$ cat config.mk
export PLATFORM = sky130hd
export DESIGN_NAME = branch_cmp_ctrl_flat
export DESIGN_NICKNAME = d
export VERILOG_FILES = /design/src/rtl/branch_cmp_ctrl_if.sv /design/src/rtl/branch_cmp_ctrl.sv /design/src/flat_wrapper.sv
export SDC_FILE = /design/constraint.sdc
export NUM_CORES = 1
export LEC_CHECK = 0
export BUFFER_PORTS_ARGS = -buffer_cell sky130_fd_sc_hd__buf_4
export CORE_AREA = 4 4 99 101
export CTS_CLUSTER_DIAMETER = 50
export CTS_CLUSTER_SIZE = 8
export DETAILED_ROUTE_END_ITERATION = 8
export DIE_AREA = 0 0 103 105
export PLACE_DENSITY = 0.83
export SLEW_MARGIN = 20
export SYNTH_ARGS = -nofsm -noshare
export SYNTH_HDL_FRONTEND = slang
export SYNTH_SLANG_ARGS = --single-unit
$ cat constraint.sdc
create_clock -name clk -period 5.5 [get_ports clk]
set_clock_uncertainty 0.15 [all_clocks]
set_input_delay 0 -clock clk [delete_from_list [all_inputs] [get_ports clk]]
set_output_delay 0 -clock clk [all_outputs]
set_load 0.05 [all_outputs]
$ cat src/rtl/branch_cmp_ctrl_if.sv
// Bundles the ID-stage branch, hazard-source, forwarding and statistics signals
// shared between the pipeline (master) and the branch compare controller (slave).
interface branch_cmp_ctrl_if #(
  parameter int WIDTH = 32,
  parameter int CNT_W = 16
);
  logic             id_branch;
  logic             id_bne;
  logic [4:0]       id_rs;
  logic [4:0]       id_rt;
  logic [WIDTH-1:0] rf_rs;
  logic [WIDTH-1:0] rf_rt;
  logic             ex_regwrite;
  logic             ex_memread;
  logic [4:0]       ex_rd;
  logic             mem_regwrite;
  logic             mem_memread;
  logic [4:0]       mem_rd;
  logic [WIDTH-1:0] mem_alu;
  logic             wb_regwrite;
  logic [4:0]       wb_rd;
  logic [WIDTH-1:0] wb_data;
  logic [WIDTH-1:0] cmp_a;
  logic [WIDTH-1:0] cmp_b;
  logic             cmp_eq;
  logic             stall;
  logic             branch_taken;
  logic             flush_ifid;
  logic             cnt_clr;
  logic [CNT_W-1:0] branch_cnt;
  logic [CNT_W-1:0] taken_cnt;

  modport master (
    output id_branch, id_bne, id_rs, id_rt, rf_rs, rf_rt,
           ex_regwrite, ex_memread, ex_rd,
           mem_regwrite, mem_memread, mem_rd, mem_alu,
           wb_regwrite, wb_rd, wb_data, cmp_eq, cnt_clr,
    input  cmp_a, cmp_b, stall, branch_taken, flush_ifid, branch_cnt, taken_cnt
  );

  modport slave (
    input  id_branch, id_bne, id_rs, id_rt, rf_rs, rf_rt,
           ex_regwrite, ex_memread, ex_rd,
           mem_regwrite, mem_memread, mem_rd, mem_alu,
           wb_regwrite, wb_rd, wb_data, cmp_eq, cnt_clr,
    output cmp_a, cmp_b, stall, branch_taken, flush_ifid, branch_cnt, taken_cnt
  );
endinterface

$ cat src/rtl/branch_cmp_ctrl.sv
// ID-stage early-branch controller: RAW hazard stalls, operand forwarding onto
// the equality comparator, same-cycle resolution and saturating branch statistics.
module branch_cmp_ctrl #(
  parameter int WIDTH = 32,
  parameter int CNT_W = 16
) (
  input logic              clk,
  input logic              reset,
  branch_cmp_ctrl_if.slave bus
);

  typedef enum logic [1:0] {
    IDLE    = 2'd0,
    STALL   = 2'd1,
    RESOLVE = 2'd2
  } state_e;

  state_e           state_q, state_d;
  logic [CNT_W-1:0] branch_cnt_q, branch_cnt_d;
  logic [CNT_W-1:0] taken_cnt_q, taken_cnt_d;
  logic             stall_s;
  logic             resolve_s;
  logic             taken_s;
  logic             ex_hit_s;
  logic             mem_hit_s;
  logic             need_two_s;
  logic             need_one_s;

  // Register 0 is hard-wired, so it never creates a dependency.
  function automatic logic hit(input logic [4:0] x, input logic [4:0] rd);
    return (rd == x) && (rd != 5'd0);
  endfunction

  function automatic logic [WIDTH-1:0] fwd(
    input logic [4:0]       src,
    input logic [WIDTH-1:0] rf_val,
    input logic             m_rw,
    input logic             m_rd_load,
    input logic [4:0]       m_rd,
    input logic [WIDTH-1:0] m_alu,
    input logic             w_rw,
    input logic [4:0]       w_rd,
    input logic [WIDTH-1:0] w_data
  );
    if (m_rw && !m_rd_load && hit(src, m_rd)) begin
      return m_alu;
    end else if (w_rw && hit(src, w_rd)) begin
      return w_data;
    end else begin
      return rf_val;
    end
  endfunction

  assign bus.cmp_a = fwd(bus.id_rs, bus.rf_rs, bus.mem_regwrite, bus.mem_memread, bus.mem_rd,
                         bus.mem_alu, bus.wb_regwrite, bus.wb_rd, bus.wb_data);
  assign bus.cmp_b = fwd(bus.id_rt, bus.rf_rt, bus.mem_regwrite, bus.mem_memread, bus.mem_rd,
                         bus.mem_alu, bus.wb_regwrite, bus.wb_rd, bus.wb_data);

  assign ex_hit_s   = hit(bus.id_rs, bus.ex_rd) | hit(bus.id_rt, bus.ex_rd);
  assign mem_hit_s  = hit(bus.id_rs, bus.mem_rd) | hit(bus.id_rt, bus.mem_rd);
  assign need_two_s = bus.ex_regwrite & bus.ex_memread & ex_hit_s;
  assign need_one_s = (bus.ex_regwrite & ~bus.ex_memread & ex_hit_s) | (bus.mem_memread & mem_hit_s);

  // Next-state, stall and resolve decode; hazards are only evaluated from IDLE.
  always_comb begin
    state_d   = state_q;
    stall_s   = 1'b0;
    resolve_s = 1'b0;
    case (state_q)
      IDLE: begin
        if (!bus.id_branch) begin
          state_d = IDLE;
        end else if (need_two_s) begin
          stall_s = 1'b1;
          state_d = STALL;
        end else if (need_one_s) begin
          stall_s = 1'b1;
          state_d = RESOLVE;
        end else begin
          resolve_s = 1'b1;
        end
      end
      STALL: begin
        if (bus.id_branch) begin
          stall_s = 1'b1;
          state_d = RESOLVE;
        end else begin
          state_d = IDLE;
        end
      end
      RESOLVE: begin
        state_d   = IDLE;
        resolve_s = bus.id_branch;
      end
      default: begin
        state_d = IDLE;
      end
    endcase
  end

  assign taken_s = resolve_s & (bus.cmp_eq ^ bus.id_bne);

  // Saturating statistics; a clear overrides any increment in the same cycle.
  always_comb begin
    branch_cnt_d = branch_cnt_q;
    taken_cnt_d  = taken_cnt_q;
    if (bus.cnt_clr) begin
      branch_cnt_d = {CNT_W{1'b0}};
      taken_cnt_d  = {CNT_W{1'b0}};
    end else begin
      if (resolve_s && !(&branch_cnt_q)) begin
        branch_cnt_d = branch_cnt_q + {{(CNT_W-1){1'b0}}, 1'b1};
      end else begin
        branch_cnt_d = branch_cnt_q;
      end
      if (taken_s && !(&taken_cnt_q)) begin
        taken_cnt_d = taken_cnt_q + {{(CNT_W-1){1'b0}}, 1'b1};
      end else begin
        taken_cnt_d = taken_cnt_q;
      end
    end
  end

  // State and counter registers.
  always_ff @(posedge clk or posedge reset) begin
    if (reset) begin
      state_q      <= IDLE;
      branch_cnt_q <= {CNT_W{1'b0}};
      taken_cnt_q  <= {CNT_W{1'b0}};
    end else begin
      state_q      <= state_d;
      branch_cnt_q <= branch_cnt_d;
      taken_cnt_q  <= taken_cnt_d;
    end
  end

  // Control outputs are forced low while reset is held, even mid-stall.
  assign bus.stall        = stall_s & ~reset;
  assign bus.branch_taken = taken_s & ~reset;
  assign bus.flush_ifid   = taken_s & ~reset;
  assign bus.branch_cnt   = branch_cnt_q;
  assign bus.taken_cnt    = taken_cnt_q;

endmodule

$ cat src/flat_wrapper.sv
// flat-port wrapper written by rule: the top's interface ports become plain ports
module branch_cmp_ctrl_flat 
#(
  parameter int WIDTH = 32,
  parameter int CNT_W = 16
)
  (clk, reset, bus_id_branch, bus_id_bne, bus_id_rs, bus_id_rt, bus_rf_rs, bus_rf_rt, bus_ex_regwrite, bus_ex_memread, bus_ex_rd, bus_mem_regwrite, bus_mem_memread, bus_mem_rd, bus_mem_alu, bus_wb_regwrite, bus_wb_rd, bus_wb_data, bus_cmp_eq, bus_cnt_clr, bus_cmp_a, bus_cmp_b, bus_stall, bus_branch_taken, bus_flush_ifid, bus_branch_cnt, bus_taken_cnt);
  branch_cmp_ctrl_if #(.WIDTH(WIDTH), .CNT_W(CNT_W)) bus_i ();
  input logic clk;
  input logic reset;
  input wire logic [$bits(bus_i.id_branch)-1:0] bus_id_branch;
  input wire logic [$bits(bus_i.id_bne)-1:0] bus_id_bne;
  input wire logic [$bits(bus_i.id_rs)-1:0] bus_id_rs;
  input wire logic [$bits(bus_i.id_rt)-1:0] bus_id_rt;
  input wire logic [$bits(bus_i.rf_rs)-1:0] bus_rf_rs;
  input wire logic [$bits(bus_i.rf_rt)-1:0] bus_rf_rt;
  input wire logic [$bits(bus_i.ex_regwrite)-1:0] bus_ex_regwrite;
  input wire logic [$bits(bus_i.ex_memread)-1:0] bus_ex_memread;
  input wire logic [$bits(bus_i.ex_rd)-1:0] bus_ex_rd;
  input wire logic [$bits(bus_i.mem_regwrite)-1:0] bus_mem_regwrite;
  input wire logic [$bits(bus_i.mem_memread)-1:0] bus_mem_memread;
  input wire logic [$bits(bus_i.mem_rd)-1:0] bus_mem_rd;
  input wire logic [$bits(bus_i.mem_alu)-1:0] bus_mem_alu;
  input wire logic [$bits(bus_i.wb_regwrite)-1:0] bus_wb_regwrite;
  input wire logic [$bits(bus_i.wb_rd)-1:0] bus_wb_rd;
  input wire logic [$bits(bus_i.wb_data)-1:0] bus_wb_data;
  input wire logic [$bits(bus_i.cmp_eq)-1:0] bus_cmp_eq;
  input wire logic [$bits(bus_i.cnt_clr)-1:0] bus_cnt_clr;
  output wire logic [$bits(bus_i.cmp_a)-1:0] bus_cmp_a;
  output wire logic [$bits(bus_i.cmp_b)-1:0] bus_cmp_b;
  output wire logic [$bits(bus_i.stall)-1:0] bus_stall;
  output wire logic [$bits(bus_i.branch_taken)-1:0] bus_branch_taken;
  output wire logic [$bits(bus_i.flush_ifid)-1:0] bus_flush_ifid;
  output wire logic [$bits(bus_i.branch_cnt)-1:0] bus_branch_cnt;
  output wire logic [$bits(bus_i.taken_cnt)-1:0] bus_taken_cnt;
  assign bus_i.id_branch = bus_id_branch;
  assign bus_i.id_bne = bus_id_bne;
  assign bus_i.id_rs = bus_id_rs;
  assign bus_i.id_rt = bus_id_rt;
  assign bus_i.rf_rs = bus_rf_rs;
  assign bus_i.rf_rt = bus_rf_rt;
  assign bus_i.ex_regwrite = bus_ex_regwrite;
  assign bus_i.ex_memread = bus_ex_memread;
  assign bus_i.ex_rd = bus_ex_rd;
  assign bus_i.mem_regwrite = bus_mem_regwrite;
  assign bus_i.mem_memread = bus_mem_memread;
  assign bus_i.mem_rd = bus_mem_rd;
  assign bus_i.mem_alu = bus_mem_alu;
  assign bus_i.wb_regwrite = bus_wb_regwrite;
  assign bus_i.wb_rd = bus_wb_rd;
  assign bus_i.wb_data = bus_wb_data;
  assign bus_i.cmp_eq = bus_cmp_eq;
  assign bus_i.cnt_clr = bus_cnt_clr;
  assign bus_cmp_a = bus_i.cmp_a;
  assign bus_cmp_b = bus_i.cmp_b;
  assign bus_stall = bus_i.stall;
  assign bus_branch_taken = bus_i.branch_taken;
  assign bus_flush_ifid = bus_i.flush_ifid;
  assign bus_branch_cnt = bus_i.branch_cnt;
  assign bus_taken_cnt = bus_i.taken_cnt;
  branch_cmp_ctrl #(.WIDTH(WIDTH), .CNT_W(CNT_W)) u_core (.clk(clk), .reset(reset), .bus(bus_i));
endmodule
**Word level (Yosys, flattened, before mapping)**

Index checks and enable logic that the tools add are counted.

- Add/sub/neg operators: 2
- Equality and inequality tests: 9
- Multiplexer cells: 22
- Bitwise operators: 14
- Reductions and logical operators: 24

Operators with widths:

| kind | count |
|---|---|
| 2-to-1 mux 32 bit | 4 |
| 2-to-1 mux 16 bit | 4 |
| adder 16 x 1 -> 16 bit (second input constant) | 2 |
| AND reduction 16 bit | 2 |
| equality test 5 bit | 6 |
| nonzero test 5 bit | 3 |
| logical AND 1 bit | 13 |
| AND 1 bit | 8 |
| 2-to-1 mux 2 bit | 4 |
| 2-to-1 mux 1 bit | 7 |
| inequality test 4 x 2 -> 1 bit (second input constant) | 1 |
| case mux 1 bit (2 select lines) | 2 |
| case mux 2 bit (2 select lines) | 1 |
| nonzero test 2 bit | 2 |
| logical NOT 1 bit | 3 |
| bitwise OR 1 bit | 3 |
| equality test 2 x 1 -> 1 bit (second input constant) | 1 |
| equality test 2 bit (second input constant) | 1 |
| logical NOT 2 bit | 1 |
| inverter 1 bit | 2 |
| XOR 1 bit | 1 |

- Flip-flop bits (word level): 34
- Bits of input ports: 164
- Word-level logic and storage cells: 74

**Logic depth before layout (Yosys ltp)**

Gate-level depths: netlist of the first run.

- Word-level depth: 13
- Mapped depth: 9

**Least setup slack after synthesis of the first run**

Ideal clock, no wire load.

- Path kind: input to output
- Start: in bus_mem_rd[1]
- End: out bus_flush_ifid
- Arrival time: 2.735 ns
- Data required time: 5.350 ns
- Path slack: 2.615 ns
- Stages: 8
- Path through: or4_1 nor2_1 a2111o_1 nand3_1 buf_2 buf_2 nor3_1 buf_4

- Cells in the longest elaborated chain, start to end: 11
- Elaborated cells on any way between the ends: 14
- Those cells by class: eq/ne (2); mux (4); bitwise (5); reduce/logical (3)

Ends and longest elaborated chain:

| item | line | RTL |
|---|---|---|
| start: declaration | flat_wrapper.sv:22 | `input wire logic [$bits(bus_i.mem_rd)-1:0] bus_mem_rd;` |
| equality test 5 bit / nonzero test 5 bit (equally long branches) | branch_cmp_ctrl.sv:31 | `return (rd == x) && (rd != 5'd0);` |
| logical AND 1 bit | branch_cmp_ctrl.sv:31 |  |
| bitwise OR 1 bit * | branch_cmp_ctrl.sv:60 | `assign mem_hit_s = hit(bus.id_rs, bus.mem_rd) \| hit(bus.id_rt, bus.mem_rd);` |
| AND 1 bit * | branch_cmp_ctrl.sv:62 | `assign need_one_s = (bus.ex_regwrite & ~bus.ex_memread & ex_hit_s) \| (bus.mem_memread & mem_hit_s);` |
| bitwise OR 1 bit * | branch_cmp_ctrl.sv:62 |  |
| 2-to-1 mux 1 bit * | branch_cmp_ctrl.sv:76 | `end else if (need_one_s) begin` |
| 2-to-1 mux 1 bit * | branch_cmp_ctrl.sv:73 | `end else if (need_two_s) begin` |
| 2-to-1 mux 1 bit * | branch_cmp_ctrl.sv:71 | `if (!bus.id_branch) begin` |
| case mux 1 bit (2 select lines) * | branch_cmp_ctrl.sv:69 | `case (state_q)` |
| AND 1 bit * | branch_cmp_ctrl.sv:101 | `assign taken_s = resolve_s & (bus.cmp_eq ^ bus.id_bne);` |
| AND 1 bit * | - |  |
| end: declaration | flat_wrapper.sv:33 | `output wire logic [$bits(bus_i.flush_ifid)-1:0] bus_flush_ifid;` |

Every way passes the cells marked *; elsewhere a longest branch is shown, timed or not.

**Worst setup path in the final report of the first run**

- Start: reg u_core.state_q[0]
- End: out bus_branch_taken

- Cells in the longest elaborated chain, start to end: 4
- Elaborated cells on any way between the ends: 5
- Those cells by class: eq/ne (1); mux (1); bitwise (2); reduce/logical (1)

Ends and longest elaborated chain:

| item | line | RTL |
|---|---|---|
| start: declaration | branch_cmp_ctrl.sv:18 | `state_e state_q, state_d;` |
| start signal: assignment | branch_cmp_ctrl.sv:131 | `state_q <= state_d;` |
| equality test 2 bit / logical NOT 2 bit (equally long branches) | branch_cmp_ctrl.sv:69 |  |
| case mux 1 bit (2 select lines) * | branch_cmp_ctrl.sv:69 |  |
| AND 1 bit * | branch_cmp_ctrl.sv:101 |  |
| AND 1 bit * | branch_cmp_ctrl.sv:139 | `assign bus.branch_taken = taken_s & ~reset;` |
| end: declaration | flat_wrapper.sv:32 | `output wire logic [$bits(bus_i.branch_taken)-1:0] bus_branch_taken;` |

Marked as above.

==> results.sh, run 1 <==
export IMPL_synth_area_leaders="dfrtp_1 (23%), mux2i_1 (18%), nand2_1 (8.0%), o21ai_0 (6.4%), xor2_1 (4.8%)"
export IMPL_avgSynthCellArea_um2=7.61
export IMPL_worst_setup_path_endpoint="bus_branch_taken"
export IMPL_detail_route_iter0_violations=305
export IMPL_areaGrowthSynthToFinish_pct=59.9
export IMPL_place_congestion=0.987
export IMPL_number_of_synthesized_flops_with_an_enable_pin=0
export IMPL_outcome="complete, no violations"
export IMPL_buffer_ports_inserted=262
export IMPL_yosysSeqAreaShare_pct=23.1
export IMPL_report_final_slew_viol_count=0
export IMPL_horiz_die_dim_um=103
export IMPL_cts_buffer_depth=2
export IMPL_path_clk_slew_ns=0.08
export IMPL_ff2ff_setup_slack_ns=2.37
export IMPL_worst_skew_late_latency_ns=0.29
export IMPL_path_class="flop to primary output"
export IMPL_remaining_drc_errors=0
export IMPL_rsz0062_at_grt="no"
export IMPL_htree_levels=2
export IMPL_worst_r2r_startpoint="u_core.state_q[0]$_DFFE_PP0P_"
export IMPL_grt_pass1_wl_um=24000
export IMPL_crit_fanout=32
export IMPL_synthAdderAreaFrac_pct=0.681
export IMPL_worst_hold_path_class="primary input to flop"
export IMPL_timing_slew_headroom_pct=28.9
export IMPL_tightestPinTransition_ns=1.06
export IMPL_max_vdd_ir_drop_uv=85.5
export IMPL_yosys_register_bits=34
export IMPL_pre_cts_ws_ns=2.38
export IMPL_multiplexer_share_of_the_synthesized_area_pct=18.3
export IMPL_postSynthNetCount=649
export IMPL_synthesis_area_mm2=0.00368
export IMPL_wire_per_inst_um=18.7
export IMPL_number_of_nets_at_the_end_of_the_flow=893
export IMPL_crit_path_start="u_core.state_q[0]$_DFFE_PP0P_"
export IMPL_postRouteAntennaNets=0
export IMPL_post_route_cells_drive_above_1_share_pct=39.4
export IMPL_cts_tree="yes"
export IMPL_dp_hpwl_um=12700
export IMPL_synth_xor_area_share_pct=7.39
export IMPL_cts_sinks=34
export IMPL_worst_case_setup_margin_in_the_final_layout_ns=2.30
export IMPL_ys_types=46
export IMPL_critical_path_arrival_ns=3.05
export IMPL_synthCells=483
export IMPL_grt_overflow=0
export IMPL_post_dp_cell_area_mm2=0.00569
export IMPL_synth_top_family_by_area="simple AND/OR/NAND/NOR gates"
export IMPL_gr_usage_all_layers_pct=28.0
export IMPL_tns_ns=0
export IMPL_count_of_max_cap_constraint_violations=0
export IMPL_yosys_area_share_simple_pct=25.6
export IMPL_hold_viol=0
export IMPL_io_pin_count=263
export IMPL_power_per_cell_area_mw_per_mm2=147
export IMPL_post_synth_top_area_fraction_pct=23.1
export IMPL_die_h_um=105
export IMPL_fmax_mhz=312
export IMPL_synth_async_sr_flop_share_pct=100
export IMPL_critical_path_reg2reg_endpoint="u_core.bus.taken_cnt[11]$_DFFE_PP0P_"
export IMPL_routed_wl_um=15800
export IMPL_cts_buffers_inserted=5
export IMPL_grt_pass1_vias=4699
export IMPL_vias_per_cell=5.61
export IMPL_vias=4732
export IMPL_share_of_the_synthesized_area_in_compound_gates_ao_oa_aoi_oai_pct=20.6
export IMPL_row_count=35
export IMPL_yosys_warnings=0
export IMPL_shortest_period_the_worst_path_allows_ns=3.20
export IMPL_fp_coreArea_mm2=0.00902
export IMPL_fp_dieArea_mm2=0.0108
export IMPL_design_area_mm2=0.00588
export IMPL_final_setup_violating_endpoints=0
export IMPL_grt_antenna_before_repair=5
export IMPL_grt_max_degree=65
export IMPL_total_power_uw=865
export IMPL_number_of_post_cts_setup_repair_buffers=0
export IMPL_dr_pass1_iters=5
export IMPL_netlist_top_cell_by_area="dfrtp_1"
export IMPL_worstSetupStartpointType="flop"
export IMPL_cts_root_buffer_cell="clkbuf_8"
export IMPL_start_util_pct=40.7
export IMPL_timing_critical_path_to_type="primary output"
export IMPL_final_period_utilization_pct=58.2
export IMPL_critical_path_required_ns=5.35
export IMPL_r2r_cells=4
export IMPL_synthFlopType="dfrtp_1"
export IMPL_leakagePower_uw=0.00249
## Yosys cell counts (4+ instances only)
cell,number
and3_1,7
inv_1,4
nor3_1,7
xnor2_1,11
o21ai_0,47
dfrtp_1,34
nand3_1,17
nor2_1,14
nand4_1,5
o21ai_1,29
or3_1,7
buf_2,9
clkbuf_1,23
or4_1,23
nand2b_1,4
nor2b_1,5
o31ai_1,16
xor2_1,20
nand2_1,78
a21oi_1,24
mux2i_1,65
## critical path, cell delays in order (launching register included)
cell,delay [ns]
dfrtp_1,0.42
nor2b_1,0.63
nand3_1,0.91
nor3_1,0.52
buf_4,0.27
## worst min path at each step
| stage | startpoint | to | slack, ns | cells past startpoint |
|---|---|---|---|---|
| global route | bus_ex_regwrite | u_core.state_q[0]$_DFFE_PP0P_ | 0.12 | 4 |
| finish | bus_ex_regwrite | u_core.state_q[0]$_DFFE_PP0P_ | 0.08 | 4 |
| detailed placement | reset | u_core.bus.taken_cnt[10]$_DFFE_PP0P_ | -0.008 | 3 |
| CTS | bus_ex_regwrite | u_core.state_q[0]$_DFFE_PP0P_ | 0.07 | 4 |
| global placement | reset | u_core.bus.taken_cnt[12]$_DFFE_PP0P_ | -0.01 | 3 |
| floorplan | reset | u_core.bus.branch_cnt[0]$_DFFE_PP0P_ | 0.00007 | 1 |
## stage by stage
stage	util (%)	std cells	hold slack (ns)
CTS	64.6	837	0.0746
floorplan	-	483	0.0000716
global route	65.1	844	0.116
global placement	63.1	825	-0.0139
finish	65.1	844	0.0774
detailed placement	63.1	825	-0.00789
## what timing repair did
action	CTS	global route
hold endpoints to repair	56	0
gates resized for setup	0	0
hold buffers	4	0
## report_power, final
| group | internal [uW] | leakage (uW) | switching [uW] | total (uW) |
|---|---|---|---|---|
| sequential | 253 | 0.000473 | 4.33 | 257 |
| combinational | 164 | 0.00197 | 248 | 412 |
| clock | 101 | 0.0000483 | 94.7 | 196 |
| total | 518 | 0.00249 | 348 | 865 |
## registers in the layout, summed over array words and instances (netlist names)
name	count
u_core.state_q	2
u_core.bus.branch_cnt	16
u_core.bus.taken_cnt	16
## kinds of logic (layout without fill, tap and decap cells)
family | Yosys count | count (layout)
other cells | 0 | 5
mux | 67 | 67
buf+inv | 38 | 283
simple gates | 181 | 181
xor+xnor | 31 | 31
flops | 34 | 34
compound gates | 130 | 130
fa+ha+maj | 2 | 2
## cell usage in the layout, fill, tap and decap left out, types with 4 or more instances in the layout
cell type,instances
mux2i_1,65
nand2_1,78
o31ai_1,16
a21oi_1,24
nor2_1,12
nand4_1,5
xnor2_1,11
dfrtp_1,34
and3_1,7
nand3_1,17
buf_4,265
diode_2,5
clkbuf_8,6
or3_1,7
xor2_1,20
nand2b_1,4
nor2b_1,5
o21ai_0,47
inv_1,4
o21ai_1,29
nor3_1,7
dlygate4sd3_1,4
or4_1,23
## area by class of cell
type	instances	area, um^2
Antenna cell	5	12.5
Clock buffer	7	86.3
Clock inverter	1	5.00
Fill cell	773	3140
Inverter	4	15.0
Multi-Input combinational cell	411	2700
Sequential cell	34	851
Tap cell	111	139
Timing Repair Buffer	271	2070
## metal layers
metal  track usage, %  up-vias  wire length (um)
li1                 -     2272                 -
met1             31.5     2191              5730
met2             49.1      225              8180
met3             5.07       44              1070
met4             14.2        0               782
met5                0        -                 0
(Power assumes the default switching activity.)
==> run 2, diff against run 1 <==
--- a/config.mk
+++ b/config.mk
@@ -5,13 +5,15 @@
 export SDC_FILE = /design/constraint.sdc
 export NUM_CORES = 1
 export LEC_CHECK = 0
+export ABC_AREA = 1
 export BUFFER_PORTS_ARGS = -buffer_cell sky130_fd_sc_hd__buf_4
-export CORE_AREA = 4 4 99 101
+export CORE_ASPECT_RATIO = 1.1
+export CORE_MARGIN = 4
+export CORE_UTILIZATION = 40
 export CTS_CLUSTER_DIAMETER = 50
 export CTS_CLUSTER_SIZE = 8
 export DETAILED_ROUTE_END_ITERATION = 8
-export DIE_AREA = 0 0 103 105
-export PLACE_DENSITY = 0.83
+export PLACE_DENSITY = 0.81
 export SLEW_MARGIN = 20
 export SYNTH_ARGS = -nofsm -noshare
 export SYNTH_HDL_FRONTEND = slang
==> constraint.sdc (replaced) <==
create_clock -name clk -period 2.8 [get_ports clk]
set_clock_uncertainty 0.15 [all_clocks]
set_input_delay 0 -clock clk [delete_from_list [all_inputs] [get_ports clk]]
set_output_delay 0 -clock clk [all_outputs]
set_load 0.05 [all_outputs]
==> results.sh, run 2 <==
export IMPL_worstSetupStartpointType="primary input"
export IMPL_number_of_post_cts_setup_repair_buffers=0
export IMPL_total_power_uw=1880
export IMPL_cp_slowest_stage_delay_ns=0.57
export IMPL_htree_levels=2
export IMPL_yosys_register_bits=34
export IMPL_start_util_pct=41.1
export IMPL_cpMostUsedCell="buf_4"
export IMPL_critical_path_arrival_ns=2.22
export IMPL_ys_types=31
export IMPL_leakagePower_uw=0.00335
export IMPL_path_class="primary input to primary output"
export IMPL_postSynthNetCount=863
export IMPL_wire_per_inst_um=14.9
export IMPL_fmax_mhz=421
export IMPL_cts_resized=0
export IMPL_cts_buffer_depth=2
export IMPL_horiz_die_dim_um=104
export IMPL_vias=5577
export IMPL_row_count=38
export IMPL_crit_fanout=16
export IMPL_number_of_nets_at_the_end_of_the_flow=1112
export IMPL_number_of_synthesized_flops_with_an_enable_pin=0
export IMPL_outcome="complete, no violations"
export IMPL_fp_coreArea_mm2=0.00994
export IMPL_yosys_area_share_simple_pct=49.3
export IMPL_grt_antenna_before_repair=0
export IMPL_detail_route_iter0_violations=432
export IMPL_dp_hpwl_um=12500
export IMPL_critical_path_required_ns=2.65
export IMPL_synthCells=697
export IMPL_post_synth_top_area_fraction_pct=20.8
export IMPL_worst_skew_late_latency_ns=0.29
export IMPL_placedCellCount=1052
export IMPL_synth_async_sr_flop_share_pct=100
export IMPL_timing_critical_path_to_type="primary output"
export IMPL_tns_ns=0
export IMPL_worstPathCellList="dlygate4sd3_1, buf_4, nor2_1, nand4_1, buf_4, a31oi_1, buf_4"
export IMPL_synthesis_area_mm2=0.00408
export IMPL_cts_buffers_inserted=5
export IMPL_grt_pass1_wl_um=25400
export IMPL_shortest_period_the_worst_path_allows_ns=2.37
export IMPL_synth_area_leaders="dfrtp_1 (21%), nand2_1 (19%), nand3_1 (11%), nor2_1 (11%), a31oi_1 (10%)"
export IMPL_max_vdd_ir_drop_uv=313
export IMPL_yosysSeqAreaShare_pct=20.8
export IMPL_rsz0062_at_grt="no"
export IMPL_fp_dieArea_mm2=0.0119
export IMPL_hold_viol=0
export IMPL_netlist_top_cell_by_area="dfrtp_1"
export IMPL_cts_tree="yes"
export IMPL_final_setup_violating_endpoints=0
export IMPL_synth_cells_most_frequent="nand2_1 (209), nor2_1 (116), nand3_1 (90), a31oi_1 (65), inv_1 (39)"
export IMPL_report_final_slew_viol_count=0
export IMPL_final_period_utilization_pct=84.8
export IMPL_grt_overflow=0
export IMPL_post_dp_cell_area_mm2=0.00612
export IMPL_design_area_mm2=0.00630
export IMPL_synthAdderAreaFrac_pct=0.613
export IMPL_grt_pass1_vias=5044
export IMPL_gr_usage_all_layers_pct=25.7
export IMPL_grt_max_degree=65
export IMPL_timing_critical_path_buf_inv=4
export IMPL_buffer_ports_inserted=262
export IMPL_avgSynthCellArea_um2=5.86
export IMPL_post_route_cells_drive_above_1_share_pct=32.2
export IMPL_worst_path_max_delay_cell="dlygate4sd3_1"
export IMPL_worst_hold_path_class="primary input to flop"
export IMPL_count_of_max_cap_constraint_violations=0
export IMPL_synth_top_family_by_area="simple AND/OR/NAND/NOR gates"
export IMPL_postRouteAntennaNets=0
export IMPL_tightestPinTransition_ns=0.638
export IMPL_areaGrowthSynthToFinish_pct=54.4
export IMPL_layout_core_utilization_pct=63.4
export IMPL_power_per_cell_area_mw_per_mm2=299
export IMPL_stdcell_count=1067
export IMPL_synthFlopType="dfrtp_1"
export IMPL_die_h_um=114
export IMPL_remaining_drc_errors=0
export IMPL_cts_root_buffer_cell="clkbuf_8"
export IMPL_timing_slew_headroom_pct=57.5
export IMPL_yosys_warnings=0
export IMPL_antenna_diodes=0
export IMPL_routed_wl_um=15900
export IMPL_path_clk_slew_ns=0.07
export IMPL_critPathTopFamily="buffers and inverters"
export IMPL_vias_per_cell=5.23
export IMPL_mostFrequentLayoutCell="buf_4"
export IMPL_dr_pass1_iters=7
export IMPL_multiplexer_share_of_the_synthesized_area_pct=0
export IMPL_place_congestion=0.953
export IMPL_io_pin_count=263
export IMPL_post_synth_top_count_cell="nand2_1"
export IMPL_share_of_the_synthesized_area_in_compound_gates_ao_oa_aoi_oai_pct=11.4
export IMPL_synth_xor_area_share_pct=9.22
export IMPL_cts_sinks=34
export IMPL_layout_cells_most_common_list="buf_4 (273), nand2_1 (209), nor2_1 (116), nand3_1 (89), a31oi_1 (65)"
run 2: stage by stage:
stage,hold slack (ns),setup WS (ns)
global placement,-0.0104,0.822
global route,0.198,0.220
detailed placement,-0.000566,0.803
finish,0.157,0.425
CTS,0.151,0.392
floorplan,-0.00840,0.601
run 2: cell type report:
cell class                      count  area [um^2]
Timing Repair Buffer              281         2140
Fill cell                         969         3630
Clock buffer                        8          110
Tap cell                          120          150
Sequential cell                    34          851
Multi-Input combinational cell    581         2890
Inverter                           43          161
run 2: cells by family after synthesis:
family	after synthesis
AO/OA/AOI/OAI	74
XOR/XNOR	43
adder cells (fa/ha/maj)	2
buffers and inverters	82
flip-flops	34
AND/OR/NAND/NOR	462
run 2: worst paths after layout:
kind,slack (ns),start,depth (start not counted),to
max,0.43,bus_mem_memread,7,bus_cmp_a[20]
min,0.16,bus_cmp_eq,5,u_core.bus.taken_cnt[0]$_DFFE_PP0P_
max reg2reg,0.77,u_core.bus.branch_cnt[0]$_DFFE_PP0P_,10,u_core.bus.branch_cnt[5]$_DFFE_PP0P_
min reg2reg,0.42,u_core.bus.branch_cnt[4]$_DFFE_PP0P_,2,u_core.bus.branch_cnt[4]$_DFFE_PP0P_
max in group asynchronous,1.96,reset,4,u_core.bus.branch_cnt[6]$_DFFE_PP0P_
min in group asynchronous,0.22,reset,4,u_core.bus.taken_cnt[5]$_DFFE_PP0P_
run 2: worst min-delay path: cells and delay by family:
| family | cells | cell delay, ns |
|---|---|---|
| buffers and inverters | 1 | 0.08 |
| XOR/XNOR | 1 | 0.11 |
| AND/OR/NAND/NOR | 3 | 0.37 |
run 2: routing by layer:
layer / GRT usage, % / vias to the layer above / routed length, um
li1: - / 2795 / -
met1: 34.0 / 2483 / 6540
met2: 44.7 / 275 / 7650
met3: 3.90 / 24 / 1400
met4: 5.32 / 0 / 297
met5: 0 / - / 0
run 2: repair_timing:
| action | 4_1_cts | 5_1_grt |
|---|---|---|
| hold buffers | 7 | 0 |
| endpoints found under the setup margin | 0 | 0 |
| hold endpoints to repair | 52 | 0 |
run 2: where the power goes:
part           switching, uW  internal [uW]
registers               18.0            503
clock network            183            248
logic                    584            349
total                    784           1100
==> run 3, diff against run 2 <==
--- a/config.mk
+++ b/config.mk
@@ -5,15 +5,15 @@
 export SDC_FILE = /design/constraint.sdc
 export NUM_CORES = 1
 export LEC_CHECK = 0
-export ABC_AREA = 1
+export ABC_AREA = 0
 export BUFFER_PORTS_ARGS = -buffer_cell sky130_fd_sc_hd__buf_4
 export CORE_ASPECT_RATIO = 1.1
 export CORE_MARGIN = 4
-export CORE_UTILIZATION = 40
+export CORE_UTILIZATION = 38
 export CTS_CLUSTER_DIAMETER = 50
 export CTS_CLUSTER_SIZE = 8
 export DETAILED_ROUTE_END_ITERATION = 8
-export PLACE_DENSITY = 0.81
+export PLACE_DENSITY = 0.8
 export SLEW_MARGIN = 20
 export SYNTH_ARGS = -nofsm -noshare
 export SYNTH_HDL_FRONTEND = slang
==> constraint.sdc (replaced) <==
create_clock -name clk -period 2.1 [get_ports clk]
set_clock_uncertainty 0.15 [all_clocks]
set_input_delay 0 -clock clk [delete_from_list [all_inputs] [get_ports clk]]
set_output_delay 0 -clock clk [all_outputs]
set_load 0.05 [all_outputs]
==> results.sh, run 3 (same netlist as run 1, synthesis figures left out) <==
export IMPL_path_class="flop to flop"
export IMPL_buffer_ports_inserted=262
export IMPL_pre_cts_ws_ns=-0.141
export IMPL_power_per_cell_area_mw_per_mm2=364
export IMPL_grt_pass1_vias=4979
export IMPL_cts_buffer_depth=2
export IMPL_tightestPinTransition_ns=0.463
export IMPL_grt_max_degree=65
export IMPL_grt_overflow=0
export IMPL_cts_tree="yes"
export IMPL_cts_root_buffer_cell="clkbuf_8"
export IMPL_violations="setup timing"
export IMPL_post_route_cells_drive_above_1_share_pct=48.6
export IMPL_start_util_pct=39.1
export IMPL_nFillCells=773
export IMPL_place_congestion=0.983
export IMPL_io_pin_count=263
export IMPL_worst_path_max_delay_cell="or4_4"
export IMPL_dp_hpwl_um=14700
export IMPL_detail_route_iter0_violations=435
export IMPL_wire_per_inst_um=19.7
export IMPL_worst_case_setup_margin_in_the_final_layout_ns=-0.159
export IMPL_crit_fanout=3
export IMPL_row_count=37
export IMPL_final_setup_violating_endpoints=20
export IMPL_postRouteAntennaNets=0
export IMPL_antenna_diodes=0
export IMPL_timing_critical_path_to_type="flop"
export IMPL_grt_pass1_wl_um=26500
export IMPL_fp_coreArea_mm2=0.00940
export IMPL_grt_antenna_before_repair=2
export IMPL_shortest_period_the_worst_path_allows_ns=2.26
export IMPL_worstSetupStartpointType="flop"
export IMPL_placedCellCount=883
export IMPL_outcome="finished, violations left"
export IMPL_cp_slowest_stage_delay_ns=0.41
export IMPL_htree_levels=2
export IMPL_areaGrowthSynthToFinish_pct=76.5
export IMPL_max_vdd_ir_drop_uv=220
export IMPL_layout_cells_most_common_list="buf_4 (319), nand2_1 (78), o21ai_1 (69), mux2i_1 (65), a21oi_1 (23)"
export IMPL_routed_wl_um=17800
export IMPL_critical_path_required_ns=2.17
export IMPL_fp_dieArea_mm2=0.0113
export IMPL_die_h_um=111
export IMPL_worstPathCellList="and4_4, and3_4, and3_4, a31o_4, or4_4, or3_4, a21oi_2"
export IMPL_vias=4982
export IMPL_final_period_utilization_pct=108
export IMPL_report_final_slew_viol_count=0
export IMPL_fmax_mhz=443
export IMPL_timing_critical_path_buf_inv=0
export IMPL_cts_buffers_inserted=5
export IMPL_stdcell_count=903
export IMPL_hold_viol=0
export IMPL_design_area_mm2=0.00649
export IMPL_number_of_nets_at_the_end_of_the_flow=951
export IMPL_worst_hold_path_class="primary input to primary output"
export IMPL_vias_per_cell=5.52
export IMPL_rsz0062_at_grt="yes"
export IMPL_final_hold_worst_slack_ns=0.233
export IMPL_remaining_drc_errors=0
export IMPL_mostFrequentLayoutCell="buf_4"
export IMPL_critical_path_arrival_ns=2.33
export IMPL_timing_slew_headroom_pct=68.9
export IMPL_horiz_die_dim_um=102
export IMPL_worst_skew_late_latency_ns=0.29
export IMPL_path_clk_slew_ns=0.07
export IMPL_post_dp_cell_area_mm2=0.00625
export IMPL_gr_usage_all_layers_pct=30.1
export IMPL_dr_pass1_iters=5
export IMPL_count_of_max_cap_constraint_violations=0
export IMPL_cpMostUsedCell="and3_4"
export IMPL_cts_sinks=34
export IMPL_ff2ff_setup_slack_ns=-0.16
export IMPL_leakagePower_uw=0.00277
export IMPL_critPathTopFamily="simple AND/OR/NAND/NOR gates"
## run 3: cell types whose count changed in the layout (fill, tap and decap cells not counted), sizes merged, moves of 23 or more
cell   before  now
nand2     223   78
nand3      92   17
mux2i       0   65
nor2      116   14
o21ai       4   76
inv        43    4
a31oi      65    1
a21oi       1   24
buf       274  325
or4         0   23
## run 3: worst paths after layout
check,startpoint,endpoint,depth (start not counted)
hold / removal,bus_mem_alu[0],bus_cmp_a[0],4
hold reg to reg,u_core.state_q[0]$_DFFE_PP0P_,u_core.state_q[1]$_DFFE_PP0P_,1
setup / recovery,u_core.bus.taken_cnt[7]$_DFFE_PP0P_,u_core.bus.taken_cnt[9]$_DFFE_PP0P_,7
min in group asynchronous,reset,u_core.bus.taken_cnt[7]$_DFFE_PP0P_,4
max in group asynchronous,reset,u_core.bus.branch_cnt[11]$_DFFE_PP0P_,4
setup reg to reg,u_core.bus.taken_cnt[7]$_DFFE_PP0P_,u_core.bus.taken_cnt[9]$_DFFE_PP0P_,7
## run 3: cell type report
| class | count | area, um^2 | area share (%) |
|---|---|---|---|
| inverter | 4 | 15.0 | 0.231 |
| sequential | 34 | 872 | 13.4 |
| clock inverter | 1 | 5.00 | 0.0771 |
| tap | 117 | 146 | 2.26 |
| multi-input combinational | 411 | 2810 | 43.3 |
| timing repair buffer | 329 | 2550 | 39.4 |
| clock buffer | 7 | 86.3 | 1.33 |
## run 3: worst min-delay path, stage by stage
cell	delay [ns]
buf_4	0.08
nand2_1	0.04
o21ai_1	0.06
buf_4	0.20
## run 3: layer usage
metal	global-route usage, %	part of all wire (%)
met5	0	0.12
met4	8.69	2.9
met3	8.87	11
met1	39.8	40
met2	47.2	46
## run 3: per-stage QoR
| step | setup TNS, ns | total power (uW) | util (%) |
|---|---|---|---|
| finish | -1.14 | 2360 | 69.1 |
| global route | -2.58 | 2470 | 69.1 |
| CTS | -0.848 | 2350 | 68.0 |
| detailed placement | -1.45 | 1840 | 66.6 |
| global placement | -0.555 | 1820 | 66.6 |
| floorplan | -2.20 | 1280 | - |
## run 3: what timing repair did
item	CTS	global route
gates resized for setup	0	8
endpoints found under the setup margin	19	52
buffers inserted	1	7
endpoints found under the hold margin	52	0
hold buffers	4	0
pin swaps	1	8
## run 3: power breakdown
| group | internal, uW | leakage, uW | switching, uW |
|---|---|---|---|
| Sequential | 663 | 0.000445 | 9.85 |
| Clock | 265 | 0.0000482 | 249 |
| Combinational | 483 | 0.00228 | 692 |
| Total | 1410 | 0.00277 | 951 |
